**src/rtl/btn_pkg.sv**
```systemverilog
// ---------------------------------------------------------------------------
// btn_pkg
// Shared definitions for the button press classifier:
//   - btn_state_t  : 3-bit state encoding of the classifier FSM
//   - ms_to_cycles : converts a millisecond duration into clock cycles
//   - sat_inc      : 32-bit saturating increment used by the cycle counter
// ---------------------------------------------------------------------------
package btn_pkg;

    typedef enum logic [2:0] {
        ST_IDLE        = 3'd0,
        ST_PRESSED     = 3'd1,
        ST_WAIT_GAP    = 3'd2,
        ST_SECOND_HELD = 3'd3,
        ST_LONG_HELD   = 3'd4
    } btn_state_t;

    // Whole cycles per millisecond times the duration; the result is
    // truncated to the 32-bit width of the cycle counter.
    function automatic logic [31:0] ms_to_cycles(input int unsigned clk_freq,
                                                 input int unsigned ms);
        return 32'((clk_freq / 1000) * ms);
    endfunction

    // The counter sticks at all-ones rather than wrapping back to zero, so a
    // very long hold can never re-trigger a threshold.
    function automatic logic [31:0] sat_inc(input logic [31:0] value);
        return (value == 32'hFFFF_FFFF) ? value : value + 32'd1;
    endfunction

endpackage

```
**src/rtl/btn_press_classifier.sv**
```systemverilog
// ---------------------------------------------------------------------------
// btn_press_classifier
// Classifies a debounced, synchronised button level into short, long and
// double presses, with an optional auto-repeat while a long press is held.
//
// Optional feature macro: BTN_AUTO_REPEAT_EN
//   defined   -> repeat_pulse fires every REPEAT_COUNT cycles in LONG_HELD
//   undefined -> repeat_pulse is constant 0 and no repeat logic exists
//
// Parameters:
//   CLK_FREQ       system clock frequency in Hz
//   LONG_PRESS_MS  minimum hold time for a long press
//   DOUBLE_GAP_MS  maximum release-to-repress gap for a double press
//   REPEAT_MS      auto-repeat period (only with BTN_AUTO_REPEAT_EN)
//
// Ports:
//   clk           system clock (single domain)
//   rst           synchronous active-high reset
//   btn_in        debounced, synchronised button level
//   short_press   one-cycle pulse for a single short press
//   long_press    one-cycle pulse when the hold reaches LONG_COUNT
//   double_press  one-cycle pulse on the second press of a double press
//   repeat_pulse  one-cycle auto-repeat pulse
//   held          high while in PRESSED, LONG_HELD or SECOND_HELD
// ---------------------------------------------------------------------------
module btn_press_classifier
    import btn_pkg::*;
#(
    parameter int unsigned CLK_FREQ      = 100_000_000,
    parameter int unsigned LONG_PRESS_MS = 800,
    parameter int unsigned DOUBLE_GAP_MS = 250,
    parameter int unsigned REPEAT_MS     = 150
) (
    input  logic clk,
    input  logic rst,
    input  logic btn_in,
    output logic short_press,
    output logic long_press,
    output logic double_press,
    output logic repeat_pulse,
    output logic held
);

    localparam logic [31:0] LONG_COUNT = ms_to_cycles(CLK_FREQ, LONG_PRESS_MS);
    localparam logic [31:0] GAP_COUNT  = ms_to_cycles(CLK_FREQ, DOUBLE_GAP_MS);
`ifdef BTN_AUTO_REPEAT_EN
    localparam logic [31:0] REPEAT_COUNT = ms_to_cycles(CLK_FREQ, REPEAT_MS);
`endif

    btn_state_t  state;
    logic [31:0] cnt;
    logic        btn_q;
    logic        rise;
    logic        fall;

    // Edge detection against the one-cycle-delayed level. btn_q resets to 0,
    // so a button already down when reset releases still produces a rise.
    assign rise = btn_in & ~btn_q;
    assign fall = ~btn_in & btn_q;

    // held is a pure decode of the state register, so it is glitch-free and
    // changes on the same edge as the state.
    assign held = (state == ST_PRESSED) ||
                  (state == ST_LONG_HELD) ||
                  (state == ST_SECOND_HELD);

    // Main classifier FSM. Pulse outputs default low every cycle and are set
    // only on the edge that takes the qualifying decision, which makes each
    // one exactly one cycle wide. The counter runs freely and is zeroed on
    // every state change; in PRESSED a fall wins over the long threshold and
    // in WAIT_GAP a rise wins over gap expiry.
    always_ff @(posedge clk) begin
        if (rst) begin
            state        <= ST_IDLE;
            cnt          <= 32'd0;
            btn_q        <= 1'b0;
            short_press  <= 1'b0;
            long_press   <= 1'b0;
            double_press <= 1'b0;
`ifdef BTN_AUTO_REPEAT_EN
            repeat_pulse <= 1'b0;
`endif
        end else begin
            btn_q        <= btn_in;
            short_press  <= 1'b0;
            long_press   <= 1'b0;
            double_press <= 1'b0;
`ifdef BTN_AUTO_REPEAT_EN
            repeat_pulse <= 1'b0;
`endif
            cnt          <= sat_inc(cnt);

            case (state)
                ST_IDLE: begin
                    if (rise) begin
                        state <= ST_PRESSED;
                        cnt   <= 32'd0;
                    end
                end

                ST_PRESSED: begin
                    if (fall) begin
                        state <= ST_WAIT_GAP;
                        cnt   <= 32'd0;
                    end else if (cnt == LONG_COUNT - 32'd1) begin
                        long_press <= 1'b1;
                        state      <= ST_LONG_HELD;
                        cnt        <= 32'd0;
                    end
                end

                ST_WAIT_GAP: begin
                    if (rise) begin
                        double_press <= 1'b1;
                        state        <= ST_SECOND_HELD;
                        cnt          <= 32'd0;
                    end else if (cnt == GAP_COUNT - 32'd1) begin
                        short_press <= 1'b1;
                        state       <= ST_IDLE;
                        cnt         <= 32'd0;
                    end
                end

                ST_SECOND_HELD: begin
                    if (fall) begin
                        state <= ST_IDLE;
                        cnt   <= 32'd0;
                    end
                end

                ST_LONG_HELD: begin
                    if (fall) begin
                        state <= ST_IDLE;
                        cnt   <= 32'd0;
`ifdef BTN_AUTO_REPEAT_EN
                    end else if (cnt == REPEAT_COUNT - 32'd1) begin
                        // Same state, but the period restarts from zero.
                        repeat_pulse <= 1'b1;
                        cnt          <= 32'd0;
`endif
                    end
                end

                default: begin
                    state <= ST_IDLE;
                    cnt   <= 32'd0;
                end
            endcase
        end
    end

`ifndef BTN_AUTO_REPEAT_EN
    // Repeat feature compiled out: the output is constant 0. REPEAT_MS is
    // still referenced so both builds accept the same parameter set.
    assign repeat_pulse = 1'b0 & (REPEAT_MS != 0);
`endif

endmodule
```
**config.mk**
```make
export PLATFORM = sky130hd
export DESIGN_NAME = btn_press_classifier
export DESIGN_NICKNAME = d
export VERILOG_FILES = /design/src/rtl/btn_pkg.sv /design/src/rtl/btn_press_classifier.sv
export SDC_FILE = /design/constraint.sdc
export NUM_CORES = 1
export LEC_CHECK = 0
export BUFFER_PORTS_ARGS = -buffer_cell sky130_fd_sc_hd__buf_2
export CAP_MARGIN = 5
export CORE_ASPECT_RATIO = 1.5
export CORE_MARGIN = 2
export CORE_UTILIZATION = 29
export DETAILED_ROUTE_END_ITERATION = 10
export SETUP_SLACK_MARGIN = 0.05
export SYNTH_ARGS = -nofsm -noshare
export SYNTH_HDL_FRONTEND = slang
export SYNTH_SLANG_ARGS = --single-unit
```
**constraint.sdc**
```tcl
create_clock -name clk -period 2.55 [get_ports clk]
set_clock_uncertainty 0.2 [all_clocks]
set_input_delay 0.255 -clock clk [delete_from_list [all_inputs] [get_ports clk]]
set_output_delay 0.255 -clock clk [all_outputs]
set_load 0.01 [all_outputs]
```
Word-level counts from Yosys, hierarchy flattened
Index checks and enable logic that the tools add are counted.

operators by class
  $add $sub $neg = 1
  equal/unequal tests = 11
  mux-type cells = 18
  bitwise logic cells = 6
  reduce and logical (&&, ||, !) cells = 8

operators by type and width
  kind                                              count
  2-to-1 mux 32 bit                                 7
  case mux 32 bit (4 select lines)                  1
  adder 32 x 1 -> 32 bit (second input constant)    1
  == test 32 x 25 -> 1 bit (second input constant)  1
  == test 32 x 27 -> 1 bit (second input constant)  1
  == test 32 bit (second input constant)            1
  2-to-1 mux 3 bit                                  6
  case mux 3 bit (4 select lines)                   1
  == test 3 x 2 -> 1 bit (second input constant)    2
  OR reduction 3 bit                                2
  NOT 1 bit                                         4
  AND reduction 4 bit                               1
  OR reduction 2 bit                                2
  == test 3 x 1 -> 1 bit (second input constant)    1
  == test 3 bit (second input constant)             1
  zero test 3 bit                                   1
  2-to-1 mux 1 bit                                  3
  != test 3 x 2 -> 1 bit (second input constant)    1
  != test 3 bit (second input constant)             1
  bitwise AND 1 bit                                 2
  logical OR 1 bit                                  2
  != test 2 x 1 -> 1 bit (second input constant)    1
  != test 2 bit (second input constant)             1

storage, ports and cells
  flip-flop bits (word level) = 39
  input port bits = 3
  word-level logic and storage cells = 50

Longest topological paths before layout
  depth in word-level cells = 5
  depth in mapped cells = 9

Least setup slack after synthesis
Ideal clock, no wire load.

  kind = register to register
  start = reg cnt[0]
  end = reg cnt[30]
  library setup time = 0.115 ns
  data arrival time = 1.892 ns
  data required time = 2.235 ns
  setup slack = 0.343 ns
  cell stages (with the launch flop) = 10
  path buffers = 2
  clock period less this slack = 2.207 ns
  cells stage by stage = dfxtp_1 > ha_1 > and2_1 > clkbuf_4 > and4_4 > buf_6 > a2111o_1 > nor4_4 > xnor2_1 > nor2_2

on the way
  longest elaborated chain between the ends = 5
  elaborated cells on any way between the ends = 12
  classes of those cells = add/sub: 1; eq/ne: 3; mux: 8

ends and longest elaborated chain
  element                                                          line                                                      source
  from (decl)                                                      btn_press_classifier.sv:51                                logic [31:0] cnt;
  from (signal assigned)                                           btn_press_classifier.sv:91                                cnt <= sat_inc(cnt);
  adder 32 x 1 -> 32 bit / == test 32 bit (equally long branches)  btn_pkg.sv:28                                             return (value == 32'hFFFF_FFFF) ? value : value + 32'd1;
  2-to-1 mux 32 bit                                                btn_pkg.sv:28
  2-to-1 mux 32 bit, on equally long branches                      btn_press_classifier.sv:117, btn_press_classifier.sv:105
  2-to-1 mux 32 bit, on equally long branches                      btn_press_classifier.sv:113, btn_press_classifier.sv:102
  case mux 32 bit (4 select lines) *                               btn_press_classifier.sv:93                                case (state)

Mark *: on every way between the ends. The rest lies on a longest branch, timed or not.
A chain may end at the register's enable or synchronous reset.

Worst setup path after layout
  start = reg cnt[16]
  end = reg cnt[2]

on the way
  longest elaborated chain between the ends = 5
  elaborated cells on any way between the ends = 11
  classes of those cells = eq/ne: 3; mux: 8

ends and longest elaborated chain
  element                                      line
  == test 32 bit                               btn_pkg.sv:28
  2-to-1 mux 32 bit                            btn_pkg.sv:28
  2-to-1 mux 32 bit, on equally long branches  btn_press_classifier.sv:117, btn_press_classifier.sv:105
  2-to-1 mux 32 bit, on equally long branches  btn_press_classifier.sv:113, btn_press_classifier.sv:102
  case mux 32 bit (4 select lines) *           btn_press_classifier.sv:93

Marked as above.

==> summary.md <==
| Metric | Value |
|---|---|
| Outcome | completed |
| Crit-path max FO | 13 |
| Total power | between 1000 and 1500 uW |
| Final nets | 259 |
| Net Switching | 253 uW |
| Netlist cell types | 46 |
| Yosys warning total | 0 |
| Largest net degree at the start of global routing | 20 |
| Grt total ovfl | 0 |
| Post-route ant nets | 0 |
| All-layer global routing usage | around 12% |
| WS Path Type | flop to flop |
| WP data required | 2.52 ns |
| Sequential fraction of the synthesis area | 37.3% |
| Hold buffer count at cts | 0 |
| GP Congestion | 0.833 |
| Io pins | 8 |
| Initial drt markers | between 100 and 150 |
| Layout fillers | 796 |
| Inserted Diodes | 0 |
| RSZ-0062 raised after global routing | false |
| CP max stage delay | ~0.45 ns |
| Hold/Removal Path Class | primary input to flop |
| Post-Syn Area | 2090 um^2 |
| Worst-Skew Late Latency | about 0.29 ns |
| Most common cell on crit path | buf_4 |
| Vias in the first global route | 1679 |
| # setup viols final | 0 |
| PortBufs | 6 |
| Mapped Cells | 247 |
| Multi-input logic area | 1230 um^2 |
| Hpwl dp | between 3 and 4 mm |
| Reg2Reg Setup Slack | 0.20 ns |
| Worst rel slew slack | 56.9% |
| Comb pwr share | between 5 and 6% |
| CTS Buffer Depth | 2 |
| Data arrival, critical path | 2.32 ns |
| FP Rows | 38 |
| DIE AREA | 7930 um^2 |
| Routed wire per std cell | 13.8 um |
| Die H | 108 um |
| Setup TNS | 0 ns |
| Worst-Margin Slew | 0.647 ns |
| Core area | 7130 um^2 |
| Register area | 781 um^2 |
| Layout cell share with drive strength beyond 1 | around 13% |
| Clk pin slew, worst setup/hold paths | 0.07 ns |
| Die span in x | 73.4 um |
| Net count after synthesis | between 200 and 300 |
| Post-route insts no fill | 335 |
| Fmax | 0.425 GHz |
| Area grow syn2layout | 9.14% |
| Mean Syn Cell Area | between 8 and 9 um^2 |
| H-Tree Depth | 2 |
| Root buf cell | clkbuf_8 |
| Element type at the critical path start | flop |
| Placed cell count | 328 |
| FFs w/ async S/R, synth | 0% |
| Clock net sink count | 39 |
| Num CTS Buffers | 5 |
| Lkg Pwr | 0.000819 uW |
| Ys flop type | dfxtp_1 |
| Worst VDD drop | 0.177 mV |
| EDFF count, synth | 0 |
| Initial core utilization | between 20% and 30% |
| Period minus WS final | about 2.4 ns |
| CP delay by family, top | simple AND/OR/NAND/NOR gates |
| Via count | 1778 |
| Slew Viols, Final | 0 |
| PD cells | 483 nW/um^2 |
| Switching share of power | 22.9% |
| Max Cap Viol | 0 |
| Pint | 850 uW |
| Critical path's slowest cell | dfxtp_1 |
| WHS | 0.0167 ns |
| CP cell instances | nor4b_1, nand3b_1, nor4_1, buf_4, a21oi_1, o21ai_4, buf_4, a211oi_1 |
| WP buf/inv | 2 |
| First-pass GRT wire length | around 7.8 mm |
| DRC viols | 0 |
| Clock power frac | 38.2% |
| Final WL | around 4.6 mm |
| Period utilization | 92.3% |
| Most frequent cells in the layout | 43 x nor2_1, 39 x dfxtp_1, 23 x nand2_1, 16 x nand4_1, 15 x xor2_1 |
| Place WS | 0.113 ns |
| Worst setup margin | between 0.15 and 0.2 ns |
| Final Hold Fails | 0 |
| Crit end category | flop |
| TritonCTS clock tree | built |
| Sequential share of power | between 50% and 60% |
| First-pass DRT Iterations | 4 |
| Vias/cell | 5.31 |
| Most common cell after layout, fill and taps aside | nor2_1 |
| Initial antenna violation count | 0 |
| Flops & latches, synth | 39 |
metal layers:
layer	up-vias	global-route usage [%]	share of wire [%]
met5	-	0	0
met4	0	6.49	3.6
met3	13	2.14	3.1
met2	38	22.9	54
met1	836	13.1	39
li1	891	-	-
synth_stat cells (3+ instances only):
| master | instances | share of area (%) |
|---|---|---|
| xnor2_1 | 12 | 5.0 |
| nor2_1 | 43 | 7.7 |
| buf_4 | 3 | 1.1 |
| and4_1 | 3 | 1.3 |
| nor3_1 | 8 | 1.9 |
| and3_1 | 11 | 3.3 |
| nand4_1 | 16 | 4.8 |
| buf_6 | 3 | 1.6 |
| nor2b_1 | 5 | 1.5 |
| dfxtp_1 | 39 | 37 |
| and2_1 | 3 | 0.90 |
| a21oi_1 | 5 | 1.2 |
| nand3_1 | 12 | 2.9 |
| xor2_1 | 15 | 6.3 |
| nor4b_1 | 3 | 1.3 |
| nand2_1 | 23 | 4.1 |
| nor4_1 | 6 | 1.8 |
sequential cells by signal, summed over array words and instances, names as in the netlist:
| signal | flops |
|---|---|
| btn_q | 1 |
| cnt | 32 |
| double_press | 1 |
| long_press | 1 |
| short_press | 1 |
| state | 3 |
layout make-up:
class | instances | area share, %
Timing Repair Buffer | 12 | 3.83
Sequential cell | 39 | 34.2
Inverter | 1 | 0.164
Tap cell | 80 | 4.38
Clock inverter | 1 | 0.219
Multi-Input combinational cell | 196 | 53.6
Clock buffer | 6 | 3.61
stage by stage:
step / util, % / area [um^2]
floorplan: - / 2090
global placement: 30.7 / 2190
detailed placement: 30.7 / 2190
CTS: 31.9 / 2280
global route: 32.1 / 2290
finish: 32.1 / 2290
final timing paths:
path | from | cells past startpoint | to
max reg2reg | cnt[16] | 8 | cnt[2]
min | btn_in | 2 | btn_q
max | cnt[16] | 8 | cnt[2]
min reg2reg | cnt[1] | 2 | cnt[1]
power groups by stage:
stage	Sequential [uW]	Clock [uW]	Combinational, uW
final	622	422	59.9
after global routing	622	462	66.2
after CTS	621	437	60.9
after detailed placement	635	0	60.9
after global placement	635	0	60.3
after floorplan	634	0	45.6
kinds of logic (layout without fill, tap and decap cells):
kind of cell	Yosys count	after routing	share of synthesized area, %
other cells	1	1	0.179
buf+inv	12	20	4.54
simple gates	149	149	38.8
flops	39	39	37.3
compound gates	18	18	7.35
fa+ha+maj	1	1	0.597
xor+xnor	27	27	11.3
timing repair:
item	4_1_cts	5_1_grt
setup endpoints to repair	0	14
gates resized for setup	0	2
setup buffers	0	0
No activity file was read; power rests on OpenSTA's default activity.
